$ cat src/rtl/ctrl_pkg.sv
// Shared opcodes, ALU codes, state encoding and control word
// for the control_sequencer hardwired control unit.
package ctrl_pkg;

  localparam int OPC_W   = 5;
  localparam int ALUOP_W = 4;

  localparam logic [OPC_W-1:0] OP_LD   = 5'd0;
  localparam logic [OPC_W-1:0] OP_LDI  = 5'd1;
  localparam logic [OPC_W-1:0] OP_ST   = 5'd2;
  localparam logic [OPC_W-1:0] OP_ADD  = 5'd3;
  localparam logic [OPC_W-1:0] OP_SUB  = 5'd4;
  localparam logic [OPC_W-1:0] OP_AND  = 5'd5;
  localparam logic [OPC_W-1:0] OP_OR   = 5'd6;
  localparam logic [OPC_W-1:0] OP_ADDI = 5'd7;
  localparam logic [OPC_W-1:0] OP_NOP  = 5'd16;
  localparam logic [OPC_W-1:0] OP_HALT = 5'd31;

  localparam logic [ALUOP_W-1:0] ALU_ADD = 4'd0;
  localparam logic [ALUOP_W-1:0] ALU_SUB = 4'd1;
  localparam logic [ALUOP_W-1:0] ALU_AND = 4'd2;
  localparam logic [ALUOP_W-1:0] ALU_OR  = 4'd3;

  typedef enum logic [3:0] {
    S_T0, S_T1, S_T2, S_T3,
    S_T4, S_T5, S_T6, S_T7,
    S_STOPPED, S_HALTED
  } state_t;

  typedef struct packed {
    logic pcout;
    logic zlowout;
    logic zhighout;
    logic mdrout;
    logic marin;
    logic zin;
    logic pcin;
    logic mdrin;
    logic irin;
    logic yin;
    logic incpc;
    logic read;
    logic write;
    logic gra;
    logic grb;
    logic grc;
    logic rin;
    logic rout;
    logic baout;
    logic cout;
    logic [ALUOP_W-1:0] alu_op;
  } ctrl_word_t;

  function automatic logic [ALUOP_W-1:0] alu_code(
    input logic [OPC_W-1:0] opc
  );
    case (opc)
      OP_SUB:  return ALU_SUB;
      OP_AND:  return ALU_AND;
      OP_OR:   return ALU_OR;
      default: return ALU_ADD;
    endcase
  endfunction

endpackage

$ cat src/rtl/ctrl_decode.sv
// Moore decode of (state, opcode) into the Datapath control word.
// Pure combinational; reset gating lives in the top level.
module ctrl_decode
  import ctrl_pkg::*;
(
  input  state_t             state,
  input  logic [OPC_W-1:0]   opcode,
  output ctrl_word_t         cw
);

  logic is_ld, is_ldi, is_st, is_addi, is_alu;
  logic base_imm, imm_op;

  assign is_ld    = (opcode == OP_LD);
  assign is_ldi   = (opcode == OP_LDI);
  assign is_st    = (opcode == OP_ST);
  assign is_addi  = (opcode == OP_ADDI);
  assign is_alu   = opcode inside {OP_ADD, OP_SUB, OP_AND, OP_OR};
  // ld/st/ldi form Y from BAout, addi from the register itself
  assign base_imm = is_ld | is_st | is_ldi;
  assign imm_op   = base_imm | is_addi;

  always_comb begin
    cw        = '0;
    cw.alu_op = ALU_ADD;
    unique case (state)
      S_T0: begin
        cw.pcout = 1'b1;
        cw.marin = 1'b1;
        cw.incpc = 1'b1;
        cw.zin   = 1'b1;
      end
      S_T1: begin
        cw.zlowout = 1'b1;
        cw.pcin    = 1'b1;
        cw.read    = 1'b1;
        cw.mdrin   = 1'b1;
      end
      S_T2: begin
        cw.mdrout = 1'b1;
        cw.irin   = 1'b1;
      end
      S_T3: begin
        if (base_imm) begin
          cw.grb   = 1'b1;
          cw.baout = 1'b1;
          cw.yin   = 1'b1;
        end else if (is_addi || is_alu) begin
          cw.grb  = 1'b1;
          cw.rout = 1'b1;
          cw.yin  = 1'b1;
        end
      end
      S_T4: begin
        if (imm_op) begin
          cw.cout = 1'b1;
          cw.zin  = 1'b1;
        end else if (is_alu) begin
          cw.grc    = 1'b1;
          cw.rout   = 1'b1;
          cw.zin    = 1'b1;
          cw.alu_op = alu_code(opcode);
        end
      end
      S_T5: begin
        if (is_ld || is_st) begin
          cw.zlowout = 1'b1;
          cw.marin   = 1'b1;
        end else if (is_ldi || is_addi || is_alu) begin
          cw.zlowout = 1'b1;
          cw.gra     = 1'b1;
          cw.rin     = 1'b1;
        end
      end
      S_T6: begin
        if (is_ld) begin
          cw.read  = 1'b1;
          cw.mdrin = 1'b1;
        end else if (is_st) begin
          cw.gra   = 1'b1;
          cw.rout  = 1'b1;
          cw.mdrin = 1'b1;
        end
      end
      S_T7: begin
        if (is_ld) begin
          cw.mdrout = 1'b1;
          cw.gra    = 1'b1;
          cw.rin    = 1'b1;
        end else if (is_st) begin
          cw.write = 1'b1;
        end
      end
      default: ;
    endcase
  end

endmodule

$ cat src/rtl/control_sequencer.sv
// Hardwired T-state control sequencer for the Datapath.
// Define CTRL_MEMWAIT_EN to stall T1, ld-T6 and st-T7 on Mem_ready.
module control_sequencer
  import ctrl_pkg::*;
#(
  parameter int IR_W = 32
) (
  input  logic               Clock,
  input  logic               Reset,
  input  logic [IR_W-1:0]    IR,
  input  logic               Stop,
  input  logic               Mem_ready,
  output logic               PCout,
  output logic               Zlowout,
  output logic               Zhighout,
  output logic               MDRout,
  output logic               MARin,
  output logic               Zin,
  output logic               PCin,
  output logic               MDRin,
  output logic               IRin,
  output logic               Yin,
  output logic               IncPC,
  output logic               Read,
  output logic               Write,
  output logic               Gra,
  output logic               Grb,
  output logic               Grc,
  output logic               Rin,
  output logic               Rout,
  output logic               BAout,
  output logic               Cout,
  output logic [ALUOP_W-1:0] alu_op,
  output logic               Run
);

  state_t           state, state_nxt;
  logic [OPC_W-1:0] opcode;
  logic             mem_ok;
  logic             ir_unused;
  ctrl_word_t       cw, cw_g;

  assign opcode    = IR[IR_W-1 -: OPC_W];
  assign ir_unused = ^IR[IR_W-OPC_W-1:0];

`ifdef CTRL_MEMWAIT_EN
  assign mem_ok = Mem_ready;
`else
  logic mem_unused;
  assign mem_ok     = 1'b1;
  assign mem_unused = Mem_ready;
`endif

  always_ff @(posedge Clock) begin
    if (Reset) state <= S_T0;
    else       state <= state_nxt;
  end

  logic   is_ld, is_st, has_exec, multi;
  state_t boundary;

  assign is_ld    = (opcode == OP_LD);
  assign is_st    = (opcode == OP_ST);
  assign has_exec = (opcode <= OP_ADDI);
  assign multi    = is_ld | is_st;
  assign boundary = Stop ? S_STOPPED : S_T0;

  always_comb begin
    state_nxt = state;
    unique case (state)
      S_T0: state_nxt = S_T1;
      S_T1: if (mem_ok) state_nxt = S_T2;
      S_T2: begin
        // halt beats a pending Stop on the same boundary
        if (opcode == OP_HALT) state_nxt = S_HALTED;
        else if (has_exec)     state_nxt = S_T3;
        else                   state_nxt = boundary;
      end
      S_T3: state_nxt = S_T4;
      S_T4: state_nxt = S_T5;
      S_T5: state_nxt = multi ? S_T6 : boundary;
      S_T6: if (!is_ld || mem_ok) state_nxt = S_T7;
      S_T7: if (!is_st || mem_ok) state_nxt = boundary;
      S_STOPPED: if (!Stop) state_nxt = S_T0;
      S_HALTED:  state_nxt = S_HALTED;
      default:   state_nxt = S_T0;
    endcase
  end

  ctrl_decode u_decode (
    .state  (state),
    .opcode (opcode),
    .cw     (cw)
  );

  always_comb begin
    cw_g     = Reset ? '0 : cw;
    PCout    = cw_g.pcout;
    Zlowout  = cw_g.zlowout;
    Zhighout = cw_g.zhighout;
    MDRout   = cw_g.mdrout;
    MARin    = cw_g.marin;
    Zin      = cw_g.zin;
    PCin     = cw_g.pcin;
    MDRin    = cw_g.mdrin;
    IRin     = cw_g.irin;
    Yin      = cw_g.yin;
    IncPC    = cw_g.incpc;
    Read     = cw_g.read;
    Write    = cw_g.write;
    Gra      = cw_g.gra;
    Grb      = cw_g.grb;
    Grc      = cw_g.grc;
    Rin      = cw_g.rin;
    Rout     = cw_g.rout;
    BAout    = cw_g.baout;
    Cout     = cw_g.cout;
    alu_op   = cw_g.alu_op;
    Run      = !Reset && (state != S_STOPPED) && (state != S_HALTED);
  end

endmodule

$ cat config.mk
export PLATFORM = sky130hd
export DESIGN_NAME = control_sequencer
export DESIGN_NICKNAME = d
export VERILOG_FILES = /design/src/rtl/ctrl_pkg.sv /design/src/rtl/ctrl_decode.sv /design/src/rtl/control_sequencer.sv
export SDC_FILE = /design/constraint.sdc
export NUM_CORES = 1
export LEC_CHECK = 0
export CORE_ASPECT_RATIO = 1.4
export CORE_MARGIN = 5
export CORE_UTILIZATION = 27
export DETAILED_ROUTE_END_ITERATION = 12
export PLACE_DENSITY = 0.75
export SYNTH_ARGS = -nofsm -noshare
export SYNTH_HDL_FRONTEND = slang
export SYNTH_SLANG_ARGS = --single-unit
$ cat constraint.sdc
create_clock -name Clock -period 1.9 [get_ports Clock]
set_input_delay 0.38 -clock Clock [delete_from_list [all_inputs] [get_ports Clock]]
set_output_delay 0.38 -clock Clock [all_outputs]
set_load 0.005 [all_outputs]
==> results <==
placed cells by master (no fill, tap or decap), types with 4 or more instances in the layout:
cell            n
buf_4          28
dlygate4sd2_1   7
buf_2          13
buf_6           8
nor2_1         10
o21ai_0         5
a21oi_1         5
nand4_1         4
cell type report:
type,instances,area [um^2],share of cell area [%]
Clock buffer,3,22.5,1.86
Inverter,5,18.8,1.55
Multi-Input combinational cell,77,559,46.2
Sequential cell,4,82.6,6.83
Tap cell,34,42.5,3.52
Timing Repair Buffer,61,484,40.0
worst max path at each step:
stage,start,endpoint,slack (ns),cells past startpoint
2_1_floorplan,Reset,Yin,-0.06,5
3_3_place_gp,Reset,BAout,-0.82,5
3_5_place_dp,Reset,BAout,-0.85,5
4_1_cts,state[1],BAout,-0.09,4
5_1_grt,state[1],BAout,-0.13,4
6_report,state[1],BAout,-0.08,4
report_power, final:
group	internal, mW	switching (mW)	leakage [nW]
Sequential	0.0919	0.00659	0.0336
Clock	0.0707	0.0349	0.0138
Combinational	0.130	0.134	0.521
critical path, delay by kind of cell (launching register included):
family                 cells  cell delay, ns
buffers and inverters      1            0.12
AND/OR/NAND/NOR            3            0.92
flip-flops                 1            0.32
per-stage QoR:
| step | setup WS [ns] | hold slack, ns | TNS (ns) | util [%] |
|---|---|---|---|---|
| after floorplan | -0.0551 | 0.567 | -0.0636 | - |
| after global placement | -0.819 | 0.623 | -13.24 | 44.5 |
| after detailed placement | -0.850 | 0.635 | -13.45 | 44.5 |
| after CTS | -0.0899 | 0.572 | -0.168 | 47.1 |
| after global routing | -0.130 | 0.590 | -0.374 | 50.6 |
| final | -0.0784 | 0.560 | -0.156 | 50.6 |
cells in the mapped netlist, drive strengths merged (2+ instances only):
library cell	number	area share (%)
a21boi	2	2.3
a21oi	5	3.8
a31oi	3	2.8
and3b	2	2.6
buf	14	16
dfxtp	4	12
inv	5	2.8
nand2	4	2.3
nand3	3	2.3
nand4	4	3.8
nor2	14	8.3
nor2b	3	2.8
nor3	4	3.0
nor3b	2	2.3
nor4	2	1.9
o211ai	2	2.3
o21ai	5	3.8
or4	3	4.0
repair_timing:
action                     CTS  global route
hold buffers                 0             0
cloned                       0             0
pin swaps                   13             6
resized for setup          105            20
buffers inserted             7             2
setup endpoints to repair   23            14
routing by layer:
| metal | wire (um) | up-vias | share of wire, % |
|---|---|---|---|
| met5 | 0 | - | 0 |
| met4 | 103 | 0 | 3.8 |
| met3 | 130 | 10 | 4.8 |
| met2 | 1580 | 35 | 58 |
| met1 | 917 | 447 | 34 |
| li1 | - | 459 | - |
kinds of logic (layout without fill, tap and decap cells):
| logic type | Yosys count | after routing | synth area share (%) |
|---|---|---|---|
| simple gates | 47 | 47 | 40.1 |
| compound gates | 26 | 26 | 26.2 |
| buf+inv | 20 | 69 | 19.8 |
| flops | 4 | 4 | 12.1 |
| other cells | 1 | 3 | 0.564 |
| xor+xnor | 1 | 1 | 1.32 |
==> impl_metrics.py <==
metrics = {
    "critical_path": {
        "path_class": "reg2out",
        "reg2reg_to": "state[3]",
        "cp-end-kind": "output port",
        "reg2regPathDepth": 4,
        "cp.required_ns": 1.52,
        "critPathSlowestCell": "or4_4",
        "cp_cell_sequence": "or3b_4 > or4_4 > nor2_2 > buf_2",
        "r2r_start": "state[1]",
        "arrival_ns": 1.60,
        "worstSetupStartpointType": "register",
        "cp_max_fo": 2,
        "reg2reg_slack_ns": 0.33,
        "critPathMaxStageDelay_ns": 0.44,
    },
    "global_routing": {
        "grt_pass1_wl_um": 4050,
        "antenna_found_initial": 0,
        "grt_max_degree": 13,
        "busiest_layer": "met2",
        "grt_pass1_vias": 950,
        "use_met1_pct": 12.8,
        "overflow": 0,
        "grtUsageMet2_pct": 31.0,
        "globalRouteMet3Util_pct": 3.66,
        "grt_usage_pct": 15.2,
    },
    "detailed_routing": {
        "drt-initial-drc-count": 15,
        "first_pass_iters": 4,
        "wl_um": 2730,
        "drc": 0,
        "postRouteAntennaNets": 0,
        "wl_per_cell_um": 14.8,
        "viasPerCell": 5.17,
        "num_vias": 951,
    },
    "logic_synthesis": {
        "synthFlopType": "dfxtp_1",
        "synth_edf_count": 0,
        "synth_seq_cells": 4,
        "synth.cell_area_um2": 664,
        "yosys_warnings": 0,
        "syn_area_per_cell_um2": 6.71,
        "syn_inst": 99,
        "async_reset_ff_share_pct": 0,
        "yosys.cell_types.count": 41,
        "ys_seq_area_share_pct": 12.1,
    },
    "layout": {
        "stdcell_count": 184,
        "largest_reg_flops": 4,
        "fin_nets": 188,
        "diodes": 0,
        "reg_top3": "state x4",
        "fill_cells": 221,
        "syn_to_final_growth_pct": 82.1,
        "regMostFlops": "state",
        "layout-drive-gt1-share_pct": 51.3,
        "final_cell_area_um2": 1210,
    },
    "floorplan": {
        "fp.coreArea_um2": 2390,
        "fp.dieH_um": 68.7,
        "row_count": 21,
        "die-area_um2": 3570,
        "fp.dieW_um": 51.9,
        "start_util_pct": 27.8,
        "io_pins": 61,
    },
    "placement": {
        "globalplace.congestion": 0.871,
        "io_buffers": 29,
        "place_inst": 172,
        "place_area_um2": 1060,
        "hpwl_um": 1840,
    },
    "hold_path": {
        "min_from": "IR[31]",
        "min_path_cells": 3,
        "hp-class": "in2reg",
        "hold_end": "state[0]",
    },
    "pwr": {
        "power.total_uw": 468,
        "ir_drop_uv": 185,
        "power.density_nw_per_um2": 387,
        "leakage_nw": 0.569,
    },
    "clock_network": {
        "cts_tree": "done",
        "worstSkewPairLatency_ns": 0.24,
        "cts_sinks": 4,
        "cts_root_buf": "clkbuf_4",
        "cts_buffers": 3,
        "htree_levels": 1,
        "cts_buffer_depth": 2,
        "clk_pin_slew_ns": 0.04,
    },
    "sta": {
        "report.final.slew_viol_count": 0,
        "finalClockSkew_ns": 0.00364,
        "rsz0062_at_grt": "true",
        "worst_slack_ns": -0.0784,
        "fmax_ghz": 0.505,
        "finalHoldViolations": 0,
        "period_share_pct": 104,
        "finalCriticalPeriod_ns": 1.98,
        "finalSetupViolCount": 3,
    },
    "run_status": {
        "violations": "negative setup slack",
        "outcome": "complete, but fails checks",
    },
    "job": {
        "drv_cap": 0,
    },
}
No activity file was read; power rests on OpenSTA's default activity.
